**src/rtl/core_pkg.sv**
```systemverilog
// rtl/core_pkg.sv - shared types, opcode constants and helpers for the core sequencer
//
// Purpose : FSM state encoding, RV32 major-opcode constants, next-PC and
//           write-back source encodings, and the opcode classification
//           functions used by the sequencer.
// Ports   : none (package).

package core_pkg;

  typedef enum logic [2:0] {
    ST_IDLE   = 3'd0,
    ST_FETCH  = 3'd1,
    ST_DECODE = 3'd2,
    ST_EXEC   = 3'd3,
    ST_MEM    = 3'd4,
    ST_WB     = 3'd5,
    ST_TRAP   = 3'd6
  } state_t;

  localparam logic [6:0] OPC_LOAD   = 7'b0000011;
  localparam logic [6:0] OPC_STORE  = 7'b0100011;
  localparam logic [6:0] OPC_OP     = 7'b0110011;
  localparam logic [6:0] OPC_OP_IMM = 7'b0010011;
  localparam logic [6:0] OPC_LUI    = 7'b0110111;
  localparam logic [6:0] OPC_AUIPC  = 7'b0010111;
  localparam logic [6:0] OPC_JAL    = 7'b1101111;
  localparam logic [6:0] OPC_JALR   = 7'b1100111;
  localparam logic [6:0] OPC_BRANCH = 7'b1100011;
  localparam logic [6:0] OPC_FENCE  = 7'b0001111;
  localparam logic [6:0] OPC_SYSTEM = 7'b1110011;

  typedef enum logic [1:0] {
    PC_SEQ = 2'd0,  // PC + 4
    PC_REL = 2'd1,  // PC + imm (taken branch, JAL)
    PC_REG = 2'd2   // rs1 + imm (JALR)
  } pc_sel_t;

  typedef enum logic [1:0] {
    WB_ALU = 2'd0,
    WB_MEM = 2'd1,
    WB_PC4 = 2'd2,
    WB_IMM = 2'd3
  } wb_sel_t;

  typedef enum logic [3:0] {
    CLS_ILLEGAL,
    CLS_LOAD,
    CLS_STORE,
    CLS_ALU,
    CLS_ALU_IMM,
    CLS_LUI,
    CLS_AUIPC,
    CLS_JAL,
    CLS_JALR,
    CLS_BRANCH,
    CLS_FENCE,
    CLS_SYSTEM
  } op_class_t;

  function automatic op_class_t classify(input logic [6:0] op);
    case (op)
      OPC_LOAD:   return CLS_LOAD;
      OPC_STORE:  return CLS_STORE;
      OPC_OP:     return CLS_ALU;
      OPC_OP_IMM: return CLS_ALU_IMM;
      OPC_LUI:    return CLS_LUI;
      OPC_AUIPC:  return CLS_AUIPC;
      OPC_JAL:    return CLS_JAL;
      OPC_JALR:   return CLS_JALR;
      OPC_BRANCH: return CLS_BRANCH;
      OPC_FENCE:  return CLS_FENCE;
      OPC_SYSTEM: return CLS_SYSTEM;
      default:    return CLS_ILLEGAL;
    endcase
  endfunction

  // Instructions whose ALU operand B is the immediate.
  function automatic logic uses_imm(input op_class_t c);
    return (c == CLS_ALU_IMM) || (c == CLS_LOAD) || (c == CLS_STORE) ||
           (c == CLS_JALR) || (c == CLS_AUIPC);
  endfunction

  function automatic wb_sel_t wb_sel_of(input op_class_t c);
    case (c)
      CLS_LOAD:          return WB_MEM;
      CLS_JAL, CLS_JALR: return WB_PC4;
      CLS_LUI:           return WB_IMM;
      default:           return WB_ALU;
    endcase
  endfunction

  function automatic pc_sel_t wb_pc_sel_of(input op_class_t c);
    case (c)
      CLS_JAL:  return PC_REL;
      CLS_JALR: return PC_REG;
      default:  return PC_SEQ;
    endcase
  endfunction

endpackage

```
**src/rtl/core_sequencer_if.sv**
```systemverilog
// rtl/core_sequencer_if.sv - decoder/memory/datapath control bundle of the core sequencer
//
// Purpose : groups every non-clock, non-reset signal of the sequencer.
// Ports   : i_dec_op/i_dec_valid     decoder opcode and recognised flag
//           i_branch_taken           branch comparison result
//           i_mem_ack                memory completion
//           o_mem_req/we/sel_data    memory request, store, address source
//           o_ir_we, o_pc_we/o_pc_sel, o_rf_we/o_wb_sel, o_alu_src_imm
//           o_state, o_trap, o_retire, o_retire_cnt
// Modports: master = sequencer side, slave = environment side.

interface core_sequencer_if;
  logic [6:0]  i_dec_op;
  logic        i_dec_valid;
  logic        i_branch_taken;
  logic        i_mem_ack;
  logic        o_mem_req;
  logic        o_mem_we;
  logic        o_mem_sel_data;
  logic        o_ir_we;
  logic        o_pc_we;
  logic [1:0]  o_pc_sel;
  logic        o_rf_we;
  logic [1:0]  o_wb_sel;
  logic        o_alu_src_imm;
  logic [2:0]  o_state;
  logic        o_trap;
  logic        o_retire;
  logic [31:0] o_retire_cnt;

  modport master (
    input  i_dec_op, i_dec_valid, i_branch_taken, i_mem_ack,
    output o_mem_req, o_mem_we, o_mem_sel_data, o_ir_we, o_pc_we, o_pc_sel,
           o_rf_we, o_wb_sel, o_alu_src_imm, o_state, o_trap, o_retire,
           o_retire_cnt
  );

  modport slave (
    output i_dec_op, i_dec_valid, i_branch_taken, i_mem_ack,
    input  o_mem_req, o_mem_we, o_mem_sel_data, o_ir_we, o_pc_we, o_pc_sel,
           o_rf_we, o_wb_sel, o_alu_src_imm, o_state, o_trap, o_retire,
           o_retire_cnt
  );
endinterface

```
**src/rtl/core_sequencer.sv**
```systemverilog
// rtl/core_sequencer.sv - multi-cycle instruction sequencer FSM
//
// Purpose : steps each instruction through FETCH, DECODE, EXEC, MEM and WB,
//           driving memory, PC, register-file and ALU-operand controls, with
//           a sticky TRAP state and a retired-instruction counter.
// Ports   : i_clk    sole clock, rising edge
//           i_rst_n  synchronous active-low reset
//           bus      core_sequencer_if.master (decoder, memory and datapath)

module core_sequencer
  import core_pkg::*;
(
  input  logic             i_clk,
  input  logic             i_rst_n,
  core_sequencer_if.master bus
);

  state_t      state_q, state_d;
  logic [6:0]  op_q;
  logic [6:0]  op_d;
  op_class_t   cls_q, cls_d;
  logic [31:0] retire_cnt_q;

  // Registered controls that are a function of the state being entered.
  logic        mem_req_q, mem_we_q, mem_sel_q, rf_we_q, alu_imm_q, trap_q;
  wb_sel_t     wb_sel_q;

  // Strobes that react to same-cycle inputs (ack, branch result).
  logic        ir_we, pc_we, retire;
  pc_sel_t     pc_sel;

  // The opcode that will be in op_q once the current edge has been taken, so
  // controls registered on entry to EXEC already see the new instruction.
  assign op_d  = (state_q == ST_DECODE) ? bus.i_dec_op : op_q;
  assign cls_q = classify(op_q);
  assign cls_d = classify(op_d);

  always_comb begin
    state_d = state_q;
    ir_we   = 1'b0;
    pc_we   = 1'b0;
    pc_sel  = PC_SEQ;
    retire  = 1'b0;
    case (state_q)
      ST_IDLE: state_d = ST_FETCH;
      ST_FETCH: begin
        if (bus.i_mem_ack) begin
          ir_we   = 1'b1;
          state_d = ST_DECODE;
        end
      end
      ST_DECODE: state_d = bus.i_dec_valid ? ST_EXEC : ST_TRAP;
      ST_EXEC: begin
        case (cls_q)
          CLS_LOAD, CLS_STORE: state_d = ST_MEM;
          CLS_ALU, CLS_ALU_IMM, CLS_LUI, CLS_AUIPC, CLS_JAL, CLS_JALR:
            state_d = ST_WB;
          CLS_BRANCH: begin
            pc_we   = 1'b1;
            pc_sel  = bus.i_branch_taken ? PC_REL : PC_SEQ;
            retire  = 1'b1;
            state_d = ST_FETCH;
          end
          CLS_FENCE: begin
            pc_we   = 1'b1;
            retire  = 1'b1;
            state_d = ST_FETCH;
          end
          // SYSTEM is unsupported; unknown opcodes that slipped past the
          // decoder trap as well rather than retiring silently.
          default: state_d = ST_TRAP;
        endcase
      end
      ST_MEM: begin
        if (bus.i_mem_ack) begin
          if (cls_q == CLS_LOAD) begin
            state_d = ST_WB;
          end else begin
            pc_we   = 1'b1;
            retire  = 1'b1;
            state_d = ST_FETCH;
          end
        end
      end
      ST_WB: begin
        pc_we   = 1'b1;
        pc_sel  = wb_pc_sel_of(cls_q);
        retire  = 1'b1;
        state_d = ST_FETCH;
      end
      default: state_d = ST_TRAP;
    endcase
  end

  always_ff @(posedge i_clk) begin
    if (!i_rst_n) begin
      state_q      <= ST_IDLE;
      op_q         <= 7'd0;
      retire_cnt_q <= 32'd0;
      mem_req_q    <= 1'b0;
      mem_we_q     <= 1'b0;
      mem_sel_q    <= 1'b0;
      rf_we_q      <= 1'b0;
      wb_sel_q     <= WB_ALU;
      alu_imm_q    <= 1'b0;
      trap_q       <= 1'b0;
    end else begin
      state_q <= state_d;
      if (state_q == ST_DECODE) begin
        op_q <= bus.i_dec_op;
      end
      if (retire) begin
        retire_cnt_q <= retire_cnt_q + 32'd1;
      end
      mem_req_q <= (state_d == ST_FETCH) || (state_d == ST_MEM);
      mem_sel_q <= (state_d == ST_MEM);
      mem_we_q  <= (state_d == ST_MEM) && (cls_d == CLS_STORE);
      rf_we_q   <= (state_d == ST_WB);
      wb_sel_q  <= (state_d == ST_WB) ? wb_sel_of(cls_d) : WB_ALU;
      alu_imm_q <= (state_d inside {ST_EXEC, ST_MEM, ST_WB}) && uses_imm(cls_d);
      trap_q    <= trap_q || (state_d == ST_TRAP);
    end
  end

  // Input-driven strobes are masked while reset is asserted so an abandoned
  // transaction cannot retire or write anything on its way out.
  assign bus.o_ir_we        = ir_we & i_rst_n;
  assign bus.o_pc_we        = pc_we & i_rst_n;
  assign bus.o_pc_sel       = i_rst_n ? pc_sel : PC_SEQ;
  assign bus.o_retire       = retire & i_rst_n;
  assign bus.o_mem_req      = mem_req_q;
  assign bus.o_mem_we       = mem_we_q;
  assign bus.o_mem_sel_data = mem_sel_q;
  assign bus.o_rf_we        = rf_we_q;
  assign bus.o_wb_sel       = wb_sel_q;
  assign bus.o_alu_src_imm  = alu_imm_q;
  assign bus.o_state        = state_q;
  assign bus.o_trap         = trap_q;
  assign bus.o_retire_cnt   = retire_cnt_q;

endmodule

```
**src/flat_wrapper.sv**
```systemverilog
// flat-port wrapper written by rule: the top's interface ports become plain ports
module core_sequencer_flat import core_pkg::*;
  (i_clk, i_rst_n, bus_i_dec_op, bus_i_dec_valid, bus_i_branch_taken, bus_i_mem_ack, bus_o_mem_req, bus_o_mem_we, bus_o_mem_sel_data, bus_o_ir_we, bus_o_pc_we, bus_o_pc_sel, bus_o_rf_we, bus_o_wb_sel, bus_o_alu_src_imm, bus_o_state, bus_o_trap, bus_o_retire, bus_o_retire_cnt);
  core_sequencer_if bus_i ();
  input  logic i_clk;
  input  logic i_rst_n;
  input wire logic [$bits(bus_i.i_dec_op)-1:0] bus_i_dec_op;
  input wire logic [$bits(bus_i.i_dec_valid)-1:0] bus_i_dec_valid;
  input wire logic [$bits(bus_i.i_branch_taken)-1:0] bus_i_branch_taken;
  input wire logic [$bits(bus_i.i_mem_ack)-1:0] bus_i_mem_ack;
  output wire logic [$bits(bus_i.o_mem_req)-1:0] bus_o_mem_req;
  output wire logic [$bits(bus_i.o_mem_we)-1:0] bus_o_mem_we;
  output wire logic [$bits(bus_i.o_mem_sel_data)-1:0] bus_o_mem_sel_data;
  output wire logic [$bits(bus_i.o_ir_we)-1:0] bus_o_ir_we;
  output wire logic [$bits(bus_i.o_pc_we)-1:0] bus_o_pc_we;
  output wire logic [$bits(bus_i.o_pc_sel)-1:0] bus_o_pc_sel;
  output wire logic [$bits(bus_i.o_rf_we)-1:0] bus_o_rf_we;
  output wire logic [$bits(bus_i.o_wb_sel)-1:0] bus_o_wb_sel;
  output wire logic [$bits(bus_i.o_alu_src_imm)-1:0] bus_o_alu_src_imm;
  output wire logic [$bits(bus_i.o_state)-1:0] bus_o_state;
  output wire logic [$bits(bus_i.o_trap)-1:0] bus_o_trap;
  output wire logic [$bits(bus_i.o_retire)-1:0] bus_o_retire;
  output wire logic [$bits(bus_i.o_retire_cnt)-1:0] bus_o_retire_cnt;
  assign bus_i.i_dec_op = bus_i_dec_op;
  assign bus_i.i_dec_valid = bus_i_dec_valid;
  assign bus_i.i_branch_taken = bus_i_branch_taken;
  assign bus_i.i_mem_ack = bus_i_mem_ack;
  assign bus_o_mem_req = bus_i.o_mem_req;
  assign bus_o_mem_we = bus_i.o_mem_we;
  assign bus_o_mem_sel_data = bus_i.o_mem_sel_data;
  assign bus_o_ir_we = bus_i.o_ir_we;
  assign bus_o_pc_we = bus_i.o_pc_we;
  assign bus_o_pc_sel = bus_i.o_pc_sel;
  assign bus_o_rf_we = bus_i.o_rf_we;
  assign bus_o_wb_sel = bus_i.o_wb_sel;
  assign bus_o_alu_src_imm = bus_i.o_alu_src_imm;
  assign bus_o_state = bus_i.o_state;
  assign bus_o_trap = bus_i.o_trap;
  assign bus_o_retire = bus_i.o_retire;
  assign bus_o_retire_cnt = bus_i.o_retire_cnt;
  core_sequencer u_core (.i_clk(i_clk), .i_rst_n(i_rst_n), .bus(bus_i));
endmodule
```
**config.mk**
```make
export PLATFORM = sky130hd
export DESIGN_NAME = core_sequencer_flat
export DESIGN_NICKNAME = d
export VERILOG_FILES = /design/src/rtl/core_pkg.sv /design/src/rtl/core_sequencer_if.sv /design/src/rtl/core_sequencer.sv /design/src/flat_wrapper.sv
export SDC_FILE = /design/constraint.sdc
export NUM_CORES = 1
export LEC_CHECK = 0
export ABC_CLOCK_PERIOD_IN_PS = 3300
export BUFFER_PORTS_ARGS = -buffer_cell sky130_fd_sc_hd__buf_2
export CORE_UTILIZATION = 55
export DETAILED_ROUTE_END_ITERATION = 8
export GPL_TIMING_DRIVEN = 0
export PLACE_DENSITY = 0.8
export SYNTH_ARGS = -nofsm -noshare
export SYNTH_HDL_FRONTEND = slang
export SYNTH_SLANG_ARGS = --single-unit
```
**constraint.sdc**
```tcl
create_clock -name i_clk -period 3.3 [get_ports i_clk]
set_input_delay 0.165 -clock i_clk [delete_from_list [all_inputs] [get_ports i_clk]]
set_output_delay 0.165 -clock i_clk [all_outputs]
set_load 0.1 [all_outputs]
```
# Word level (Yosys, flattened, before mapping)
# Cells that the tools add are included.
# W data, S select, Z words.
dict set report word_totals {
  output_inout_bits 48
  word_cells 99
  register_bits 50
}
dict set report op_classes {
  reduce_logical 16
  n_addsub 1
  mux 21
  n_eq_ne 49
  bitwise_logic 2
}
# cell n
set op_table {}
lappend op_table {{$pmux W4 S11} 2}
lappend op_table {{$eq A7 B7 Y1 const B} 8}
lappend op_table {{$eq A7 B6 Y1 const B} 6}
lappend op_table {{$add A32 B1 Y32 const B} 1}
lappend op_table {{$eq A4 B3 Y1 const B} 8}
lappend op_table {{$eq A7 B5 Y1 const B} 4}
lappend op_table {{$eq A4 B4 Y1 const B} 4}
lappend op_table {{$eq A3 B3 Y1 const B} 5}
lappend op_table {{$pmux W3 S5} 1}
lappend op_table {{$eq A7 B2 Y1 const B} 2}
lappend op_table {{$eq A7 B4 Y1 const B} 2}
lappend op_table {{$eq A4 B2 Y1 const B} 3}
lappend op_table {{$mux W3} 4}
lappend op_table {{$eq A3 B2 Y1 const B} 3}
lappend op_table {{$pmux W3 S3} 1}
lappend op_table {{$eq A4 B1 Y1 const B} 2}
lappend op_table {{$pmux W2 S2} 2}
lappend op_table {{$reduce_or A2 Y1} 4}
lappend op_table {{$mux W7} 1}
lappend op_table {{$eq A3 B1 Y1 const B} 2}
lappend op_table {{$logic_or A1 B1 Y1} 6}
lappend op_table {{$mux W1} 6}
lappend op_table {{$pmux W2 S3} 1}
lappend op_table {{$reduce_or A6 Y1} 1}
lappend op_table {{7 further kinds} 10}

# Logic depth before layout (Yosys ltp)
# Gate-level depths: netlist (run 1).
dict set report logic_depth {
  word_depth 10
  ltp_mapped 8
  ltp_nobuf 6
}

# Worst setup path after synthesis (run 1)
# No wires, ideal clock.
dict set report synth_timing {
  path_kind {register -> output}
  start {register u_core.state_q[0], in the netlist u_core.bus.o_state[0]}
  end {output bus_o_retire}
  arrival_time_ps 3905
  t_required_ps 3135
  path_stages_with_launch 7
  n_path_buf 3
  path_slack_ps -770
  cell_sequence {dfxtp_1 buf_2 and4_1 o221ai_2 buf_2 a21oi_1 buf_4}
}
dict set report synth_via {
  elab_chain_cells 3
  elab_cells_between_ends 5
  classes_between {eq/ne (3); mux (1); bitwise (1)}
}
# item line_no
set synth_lines {}
lappend synth_lines {{start, declared} core_sequencer.sv:18} ;# state_t state_q, state_d;
lappend synth_lines {{start signal, assigned} core_sequencer.sv:108} ;# state_q <= state_d;
lappend synth_lines {{$eq A3 B3 Y1, or another cell as far along} --}
lappend synth_lines {{$pmux W1 S3 *} --}
lappend synth_lines {{$and A1 B1 Y1 *} --}
lappend synth_lines {{end, declared} flat_wrapper.sv:22} ;# output wire logic [$bits(bus_i.o_retire)-1:0] bus_o_retire;
# Every way passes the cells marked *; elsewhere a longest branch is shown, timed or not.

# Worst setup path in the final report (run 1)
dict set report layout_timing {
  start {register u_core.op_q[5]}
  end {output bus_o_retire}
}
dict set report layout_via {
  elab_chain_cells 7
  elab_cells_between_ends 21
  classes_between {eq/ne (14); mux (5); bitwise (1); reduce/logical (1)}
}
# item line_no
set layout_lines {}
lappend layout_lines {{start, declared} core_sequencer.sv:19} ;# logic [6:0] op_q;
lappend layout_lines {{start signal, assigned} core_sequencer.sv:110} ;# op_q <= bus.i_dec_op;
lappend layout_lines {{$eq A7 B7 Y1, or another cell as far along} core_pkg.sv:61} ;# case (op)
lappend layout_lines {{$pmux W4 S11 *} core_pkg.sv:61}
lappend layout_lines {{$eq A4 B1 Y1 / $eq A4 B4 Y1 (equally long branches)} {core_sequencer.sv:76, core_sequencer.sv:54}}
lappend layout_lines {{$mux W1 / $reduce_or A2 Y1 (equally long branches)} --}
lappend layout_lines {{$mux W1, on equally long branches} {core_sequencer.sv:75, core_sequencer.sv:54}}
lappend layout_lines {{$pmux W1 S3 *} core_sequencer.sv:44} ;# case (state_q)
lappend layout_lines {{$and A1 B1 Y1 *} core_sequencer.sv:130} ;# assign bus.o_retire = retire & i_rst_n;
# Marks and branches as above.

==> impl_metrics.env, run 1 <==
export IMPL_status="finished with violations"
export IMPL_violations="design-rule violations"
export IMPL_power_leakage_nw=1.44
export IMPL_period_share=0.847
export IMPL_wl_per_cell_um=14.5
export IMPL_crit_path_cell_trace="buf_2, nor2_1, a31oi_1, o21ai_0, buf_2, a21oi_2, buf_4, buf_2"
export IMPL_core_mm2=0.00482
export IMPL_tightest_slew_ns=0.937
export IMPL_via_per_inst=5.74
export IMPL_final_hold_viol_count=0
export IMPL_area_growth_pct=16.9
export IMPL_start_util=0.581
export IMPL_ios=60
export IMPL_dr_first_iter_drc_count=224
export IMPL_wl_met2_um=3190
export IMPL_async_flop_share=0
export IMPL_setup_tns_final_ns=0
export IMPL_clk_path_buf_depth=2
export IMPL_final_cell_mix="67 x buf_2, 50 x nand2_1, 50 x dfxtp_1, 35 x nor2_1, 24 x mux2i_1"
export IMPL_antenna_cells=0
export IMPL_met3_wirelength_um=406
export IMPL_rsz0062_at_grt="false"
export IMPL_drtAntennaViolNets=0
export IMPL_ir_worst_vdd_mv=0.252
export IMPL_yosysWarnings=0
export IMPL_die_h_um=73.3
export IMPL_pwr_density_cell_mw_per_mm2=362
export IMPL_clkTransAtPathRegs_ns=0.09
export IMPL_hp_class="primary input to flop"
export IMPL_routed_top_layer="met4"
export IMPL_cts_tree="built"
export IMPL_end_kind="primary output"
export IMPL_drive_gt1_frac=0.227
export IMPL_via_count=2737
export IMPL_cpPeakStageDelay_ns=0.55
export IMPL_grt_use_total=0.269
export IMPL_cts_root_buf="clkbuf_8"
export IMPL_finalPower_mw=1.18
export IMPL_cts_inserted_buffers=5
export IMPL_port_buffers=58
export IMPL_synth_seq_cells=50
export IMPL_ctsHtreeMaxLevel=2
export IMPL_skew_ns=0.00628
export IMPL_crit_top_cell="buf_2"
export IMPL_grt_max_degree=16
export IMPL_slew_headroom=0.367
export IMPL_die_area_mm2=0.00537
export IMPL_cp_slowest_cell="o21ai_0"
export IMPL_nets=423
export IMPL_postCtsSetupBuffers=0
export IMPL_avgSynthCellArea_um2=8.11
export IMPL_routed_wl_um=6910
export IMPL_critPathRequiredTime_ns=3.13
export IMPL_ys_seq_area_frac=0.358
export IMPL_maxSlewViolCount=0
export IMPL_antenna_found_initial=0
export IMPL_yosysUniqueCellTypes=54
export IMPL_drt_met1_wl_um=3240
export IMPL_synthFlopType="dfxtp_1"
export IMPL_rows=25
export IMPL_cts_repair_resized=0
export IMPL_maxCapViolations=0
export IMPL_die_w_um=73.3
export IMPL_netlist_area_mm2=0.00280
export IMPL_setup_viol=0
export IMPL_fill_cells=428
export IMPL_synth_edf_count=0
export IMPL_gp_congestion=0.875
export IMPL_netlist_instances=345
export IMPL_grt_pass1_vias=2374
export IMPL_hpwl_um=5060
export IMPL_max_freq_mhz=358
export IMPL_syn_num_nets=358
export IMPL_cp_max_fo=10
export IMPL_first_pass_iters=6
export IMPL_insertion_delay_ns=0.31
export IMPL_critPathArrivalTime_ns=2.63
export IMPL_clock_sinks=50
export IMPL_cts_hold_buf=0
export IMPL_start_kind="flop"
export IMPL_path_class="flop to primary output"
export IMPL_layout_commonest_cell="buf_2"
export IMPL_drc=1
export IMPL_grt_ovfl_total=0
export IMPL_post_route_min_period_ns=2.80
export IMPL_grt_pass1_wl_um=11200
critical path, delay by kind of cell (launching register included):
kind / cells / cell delay [ns]
flip-flops: 1 / 0.36
AO/OA/AOI/OAI: 3 / 0.77
buffers and inverters: 4 / 0.95
AND/OR/NAND/NOR: 1 / 0.24
power by group:
group	leakage, nW	switching, mW	internal, mW	total (mW)
combinational	1.00	0.150	0.0576	0.207
sequential	0.404	0.0101	0.614	0.624
clock	0.0362	0.206	0.145	0.351
total	1.44	0.366	0.816	1.18
sequential cells by signal, indices dropped and copies added, names as in the netlist:
register and cells:
u_core.bus.o_wb_sel 2, u_core.bus.o_state 3, u_core.bus.o_mem_we 1, u_core.bus.o_trap 1, u_core.bus.o_retire_cnt 32, u_core.bus.o_rf_we 1, u_core.bus.o_mem_sel_data 1, u_core.op_q 7
u_core.bus.o_mem_req 1, u_core.bus.o_alu_src_imm 1
cell families after synthesis:
kind of cell	synth area share
multiplexers	0.0899
XOR/XNOR	0.0313
AND/OR/NAND/NOR	0.319
flip-flops	0.358
AO/OA/AOI/OAI	0.151
buffers and inverters	0.0470
adder cells (fa/ha/maj)	0.00447
metal layers:
metal | global-route usage | vias up
met4 | 0.0791 | 0
met1 | 0.369 | 1277
li1 | - | 1349
met5 | 0 | -
met3 | 0.0453 | 8
met2 | 0.436 | 103
cell type report:
class	instances	area, um^2	share of cell area
Clock inverter	2	15.0	0.00459
Buffer	19	93.8	0.0287
Sequential cell	50	1000	0.306
Inverter	10	37.5	0.0115
Timing Repair Buffer	58	290	0.0888
Tap cell	67	83.8	0.0257
Clock buffer	5	68.8	0.0211
Multi-Input combinational cell	266	1680	0.513
path summary, 6_finish.rpt:
kind / endpoint / from / slack (ns) / cells past startpoint
worst max-delay path: bus_o_retire / u_core.op_q[5] / 0.50 / 8
worst min-delay path: u_core.op_q[3] / bus_i_dec_op[3] / 0.12 / 3
worst max register to register: u_core.bus.o_retire_cnt[31] / u_core.op_q[5] / 0.92 / 8
worst min register to register: u_core.bus.o_retire_cnt[31] / u_core.bus.o_retire_cnt[31] / 0.48 / 2
Yosys cell counts, drive strengths merged (9+ instances only):
cell type | number | area share
dfxtp | 50 | 0.36
nand2 | 50 | 0.067
nor2 | 35 | 0.047
mux2i | 24 | 0.086
nand2b | 23 | 0.051
a21oi | 18 | 0.032
buf | 12 | 0.024
nand3 | 12 | 0.021
nand4 | 12 | 0.027
xnor2 | 10 | 0.031
inv | 9 | 0.012
nor3 | 9 | 0.018
metrics by stage:
step / cells / hold WS, ns / area [um^2] / worst slack [ns] / util
after floorplan: 345 / 0.304 / 2810 / -0.133 / -
after global placement: 470 / 0.425 / 3180 / 0.902 / 0.661
after detailed placement: 470 / 0.431 / 3180 / 0.883 / 0.661
after CTS: 477 / 0.116 / 3270 / 0.551 / 0.678
after global routing: 477 / 0.147 / 3270 / 0.394 / 0.678
final: 477 / 0.121 / 3270 / 0.505 / 0.678
(Power assumes the default switching activity.)
==> run 2: changes to the inputs <==
Settings changed: ABC_CLOCK_PERIOD_IN_PS 3300 to 2900, CORE_UTILIZATION 55 to 54, PLACE_DENSITY 0.8 to 0.79.
Clock period 3.3 ns to 2.9 ns, I/O delays scaled along.
==> impl_metrics.env, run 2 (synthesis gave the netlist of run 1 again) <==
export IMPL_status="completed"
export IMPL_skew_ns=0.0134
export IMPL_routed_wl_um=6680
export IMPL_regToRegStartpoint="u_core.bus.o_state[1]"
export IMPL_cts_inserted_buffers=5
export IMPL_crit_end="bus_o_retire"
export IMPL_layout_commonest_cell="buf_2"
export IMPL_rows=25
export IMPL_die_area_mm2=0.00547
export IMPL_critPathArrivalTime_ns=2.61
export IMPL_pwr_share_seq=0.529
export IMPL_tightest_slew_ns=0.899
export IMPL_critPathRequiredTime_ns=2.76
export IMPL_r2r_slack_ns=0.55
export IMPL_grt_ovfl_total=0
export IMPL_r2r_cells=6
export IMPL_cts_hold_buf=0
export IMPL_cts_repair_resized=0
export IMPL_comb_power_share=0.174
export IMPL_cts_root_buf="clkbuf_8"
export IMPL_clock_sinks=50
export IMPL_cp_startpoint="u_core.op_q[5]"
export IMPL_p_sw_mw=0.412
export IMPL_grt_pass1_wl_um=11000
export IMPL_slew_headroom=0.393
export IMPL_ctsHtreeMaxLevel=2
export IMPL_swShare=0.307
export IMPL_antenna_found_initial=0
export IMPL_start_kind="flop"
export IMPL_die_h_um=74.0
export IMPL_hp_class="primary input to flop"
export IMPL_hpwl_um=4970
export IMPL_die_w_um=74.0
export IMPL_clkTransAtPathRegs_ns=0.08
export IMPL_via_count=2706
export IMPL_regArea_mm2=0.00100
export IMPL_dr_first_iter_drc_count=168
export IMPL_wl_per_cell_um=14.0
export IMPL_max_freq_mhz=363
export IMPL_fin_util=0.676
export IMPL_grt_use_total=0.260
export IMPL_final_cell_mix="67 x buf_2, 50 x nand2_1, 50 x dfxtp_1, 35 x nor2_1, 24 x mux2i_1"
export IMPL_start_util=0.577
export IMPL_cts_tree="built"
export IMPL_post_route_min_period_ns=2.75
export IMPL_port_buffers=58
export IMPL_fill_cells=399
export IMPL_insertion_delay_ns=0.31
export IMPL_setup_tns_final_ns=0
export IMPL_core_mm2=0.00485
export IMPL_drive_gt1_frac=0.227
export IMPL_clk_path_buf_depth=2
export IMPL_holdPathStages=3
export IMPL_clkPwrFrac=0.297
export IMPL_grt_max_degree=16
export IMPL_power_leakage_nw=1.44
export IMPL_nets=423
export IMPL_area_growth_pct=17.1
export IMPL_end_kind="primary output"
export IMPL_grt_pass1_vias=2358
export IMPL_drtAntennaViolNets=0
export IMPL_largest_reg_flops=32
export IMPL_p_int_mw=0.929
export IMPL_via_per_inst=5.67
export IMPL_pwr_density_cell_mw_per_mm2=409
export IMPL_postCtsSetupBuffers=0
export IMPL_ir_worst_vdd_mv=0.313
export IMPL_period_share=0.950
export IMPL_path_class="flop to primary output"
export IMPL_setup_viol=0
export IMPL_maxCapViolations=0
export IMPL_rsz0062_at_grt="false"
export IMPL_first_pass_iters=4
export IMPL_maxSlewViolCount=0
export IMPL_final_hold_viol_count=0
export IMPL_gp_congestion=0.898
export IMPL_drc=0
export IMPL_ios=60
export IMPL_antenna_cells=0
export IMPL_r2r_end="u_core.bus.o_mem_we"
export IMPL_multi_input_area_mm2=0.00169
export IMPL_cp_max_fo=10
[run 2: cell count changes in the layout (fill, tap and decap cells not counted)]
cell / delta
a21oi_2: -1
a21oi_4: +1
[run 2: worst max-delay path, cell delays in order, from the launching register on]
cell and delay, ns:
dfxtp_1 0.35, buf_2 0.19, nor2_1 0.25, a31oi_1 0.15, o21ai_0 0.52, buf_2 0.34
a21oi_4 0.08, buf_4 0.15, buf_2 0.28
[run 2: routing by layer]
metal / up-vias / global-route usage / wire, um
met2: 85 / 0.415 / 3130
met1: 1265 / 0.363 / 3110
met3: 11 / 0.0434 / 330
li1: 1345 / - / -
met4: 0 / 0.0769 / 108
met5: - / 0 / 0
[run 2: worst min-delay path by stage]
stage,start,to,slack [ns]
floorplan,bus_i_dec_op[3],u_core.op_q[3],0.28
global placement,bus_i_dec_op[3],u_core.op_q[3],0.40
detailed placement,bus_i_dec_op[3],u_core.op_q[3],0.42
CTS,bus_i_dec_op[3],u_core.op_q[3],0.10
global route,bus_i_dec_op[3],u_core.op_q[3],0.13
finish,bus_i_dec_op[3],u_core.op_q[3],0.11
[run 2: layout make-up]
cell class / count / area share
multi-input combinational: 266 / 0.515
inverter: 10 / 0.0115
buffer: 19 / 0.0286
timing repair buffer: 58 / 0.0886
clock inverter: 2 / 0.00458
sequential: 50 / 0.306
clock buffer: 5 / 0.0210
tap: 67 / 0.0256
[run 2: power groups by stage]
stage / Clock [mW] / Sequential, mW / Combinational [mW]
floorplan: 0 / 0.780 / 0.130
global placement: 0 / 0.725 / 0.229
detailed placement: 0 / 0.725 / 0.232
CTS: 0.402 / 0.709 / 0.233
global route: 0.425 / 0.711 / 0.251
finish: 0.398 / 0.709 / 0.233
[run 2: through the flow]
stage	hold WS, ns	instance area, um^2	power (mW)	std cells	setup WS [ns]
2_1_floorplan	0.284	2820	0.910	345	-0.135
3_3_place_gp	0.401	3190	0.954	470	0.519
3_5_place_dp	0.416	3190	0.957	470	0.532
4_1_cts	0.103	3280	1.34	477	0.190
5_1_grt	0.131	3280	1.39	477	0.0140
6_report	0.109	3280	1.34	477	0.146
==> run 3: changes to the inputs <==
Settings changed: ABC_CLOCK_PERIOD_IN_PS 2900 to 2600, REMOVE_ABC_BUFFERS from default to 1.
Clock period 2.9 ns to 2.6 ns, I/O delays scaled along.
==> impl_metrics.env, run 3 (synthesis gave the netlist of run 1 again) <==
export IMPL_ir_worst_vdd_mv=0.305
export IMPL_cts_inserted_buffers=5
export IMPL_r2r_end="u_core.bus.o_retire_cnt[24]"
export IMPL_ctsHtreeMaxLevel=2
export IMPL_hp_class="primary input to flop"
export IMPL_grt_ovfl_total=0
export IMPL_rsz0062_at_grt="false"
export IMPL_die_w_um=74.0
export IMPL_max_freq_mhz=398
export IMPL_setup_viol=0
export IMPL_cts_root_buf="clkbuf_8"
export IMPL_cts_tree="built"
export IMPL_gp_congestion=0.866
export IMPL_power_leakage_nw=1.43
export IMPL_largest_reg_flops=32
export IMPL_clk_path_buf_depth=2
export IMPL_final_hold_viol_count=0
export IMPL_antenna_found_initial=0
export IMPL_regToRegStartpoint="u_core.op_q[4]"
export IMPL_finalPower_mw=1.54
export IMPL_grt_busiest_layer="met2"
export IMPL_antenna_cells=0
export IMPL_via_count=2673
export IMPL_grt_pass1_wl_um=10400
export IMPL_ios=60
export IMPL_port_buffers=59
export IMPL_multi_input_area_mm2=0.00171
export IMPL_die_area_mm2=0.00547
export IMPL_grt_use_total=0.242
export IMPL_clkTransAtPathRegs_ns=0.10
export IMPL_maxSlewViolCount=0
export IMPL_met3_usage=0.0528
export IMPL_drtAntennaViolNets=0
export IMPL_dr_first_iter_drc_count=158
export IMPL_tightest_slew_ns=0.981
export IMPL_path_class="flop to primary output"
export IMPL_skew_ns=0.0111
export IMPL_critPathArrivalTime_ns=2.39
export IMPL_insertion_delay_ns=0.31
export IMPL_cts_hold_buf=0
export IMPL_hpwl_um=4460
export IMPL_drive_gt1_frac=0.230
export IMPL_grt_pass1_vias=2223
export IMPL_core_mm2=0.00485
export IMPL_cp_max_fo=14
export IMPL_grt_max_degree=47
export IMPL_die_h_um=74.0
export IMPL_first_pass_iters=5
export IMPL_crit_end="bus_o_pc_we"
export IMPL_maxCapViolations=0
export IMPL_pwr_density_cell_mw_per_mm2=470
export IMPL_r2r_cells=6
export IMPL_met2_usage=0.372
export IMPL_slew_headroom=0.338
export IMPL_period_share=0.967
export IMPL_clock_sinks=50
export IMPL_start_util=0.577
export IMPL_area_growth_pct=17.4
export IMPL_use_met1=0.344
export IMPL_final_cell_mix="57 x buf_2, 50 x nand2_1, 48 x dfxtp_1, 35 x nor2_1, 24 x mux2i_1"
export IMPL_nets=412
export IMPL_fill_cells=409
export IMPL_wl_per_cell_um=13.9
export IMPL_end_kind="primary output"
export IMPL_r2r_slack_ns=0.13
export IMPL_cp_startpoint="u_core.op_q[4]"
export IMPL_rows=25
export IMPL_hold_slack_ns=0.0735
export IMPL_routed_wl_um=6510
export IMPL_post_route_min_period_ns=2.52
export IMPL_drc=0
export IMPL_layout_commonest_cell="buf_2"
export IMPL_critPathRequiredTime_ns=2.47
export IMPL_status="completed"
export IMPL_regArea_mm2=0.00100
export IMPL_via_per_inst=5.72
export IMPL_start_kind="flop"
## run 3: worst min-delay path by stage
stage / from / to / cells after the start / slack [ns]
global placement: bus_i_dec_op[3] / u_core.op_q[3] / 3 / 0.38
detailed placement: bus_i_dec_op[3] / u_core.op_q[3] / 3 / 0.39
floorplan: i_rst_n / u_core.bus.o_state[1] / 1 / 0.25
CTS: bus_i_dec_op[3] / u_core.op_q[3] / 3 / 0.07
finish: bus_i_dec_op[3] / u_core.op_q[3] / 3 / 0.07
global route: bus_i_dec_op[3] / u_core.op_q[3] / 3 / 0.11
## run 3: area by class of cell
cell class / instances / share of cell area
Timing Repair Buffer: 66 / 0.107
Multi-Input combinational cell: 266 / 0.519
Tap cell: 67 / 0.0255
Clock buffer: 5 / 0.0210
Inverter: 10 / 0.0126
Clock inverter: 3 / 0.00876
Sequential cell: 50 / 0.306
## run 3: through the flow
| stage | utilization | cell area, um^2 | TNS [ns] | worst slack, ns | cells |
|---|---|---|---|---|---|
| after floorplan | - | 2700 | -13.61 | -2.38 | 326 |
| after global placement | 0.636 | 3080 | -9.42 | -0.630 | 452 |
| after detailed placement | 0.636 | 3080 | -3.12 | -0.281 | 452 |
| after CTS | 0.667 | 3240 | -0.156 | -0.0782 | 464 |
| after global routing | 0.677 | 3280 | 0 | 0.00106 | 467 |
| final | 0.677 | 3280 | 0 | 0.0849 | 467 |
## run 3: what timing repair did
action                     4_1_cts  5_1_grt
gates resized for setup          4        7
pin swaps                        0        1
setup endpoints to repair       25       28
buffers inserted                 4        3
## run 3: worst max-delay path, cell delays in order, from the launching register on
cell      delay (ns)
dfxtp_1         0.47
nand3b_1        0.31
nor3_2          0.40
o221ai_4        0.26
a21oi_1         0.25
clkbuf_4        0.39
## run 3: routing by layer
| metal | share of wire | vias to the layer above |
|---|---|---|
| li1 | - | 1326 |
| met2 | 0.46 | 82 |
| met1 | 0.48 | 1261 |
| met4 | 0.0048 | 0 |
| met5 | 0 | - |
| met3 | 0.057 | 4 |
## run 3: power by group
part	switching, mW	leakage (nW)	internal (mW)
clock network	0.290	0.0502	0.200
logic	0.174	0.973	0.0715
registers	0.0290	0.405	0.779
total	0.492	1.43	1.05
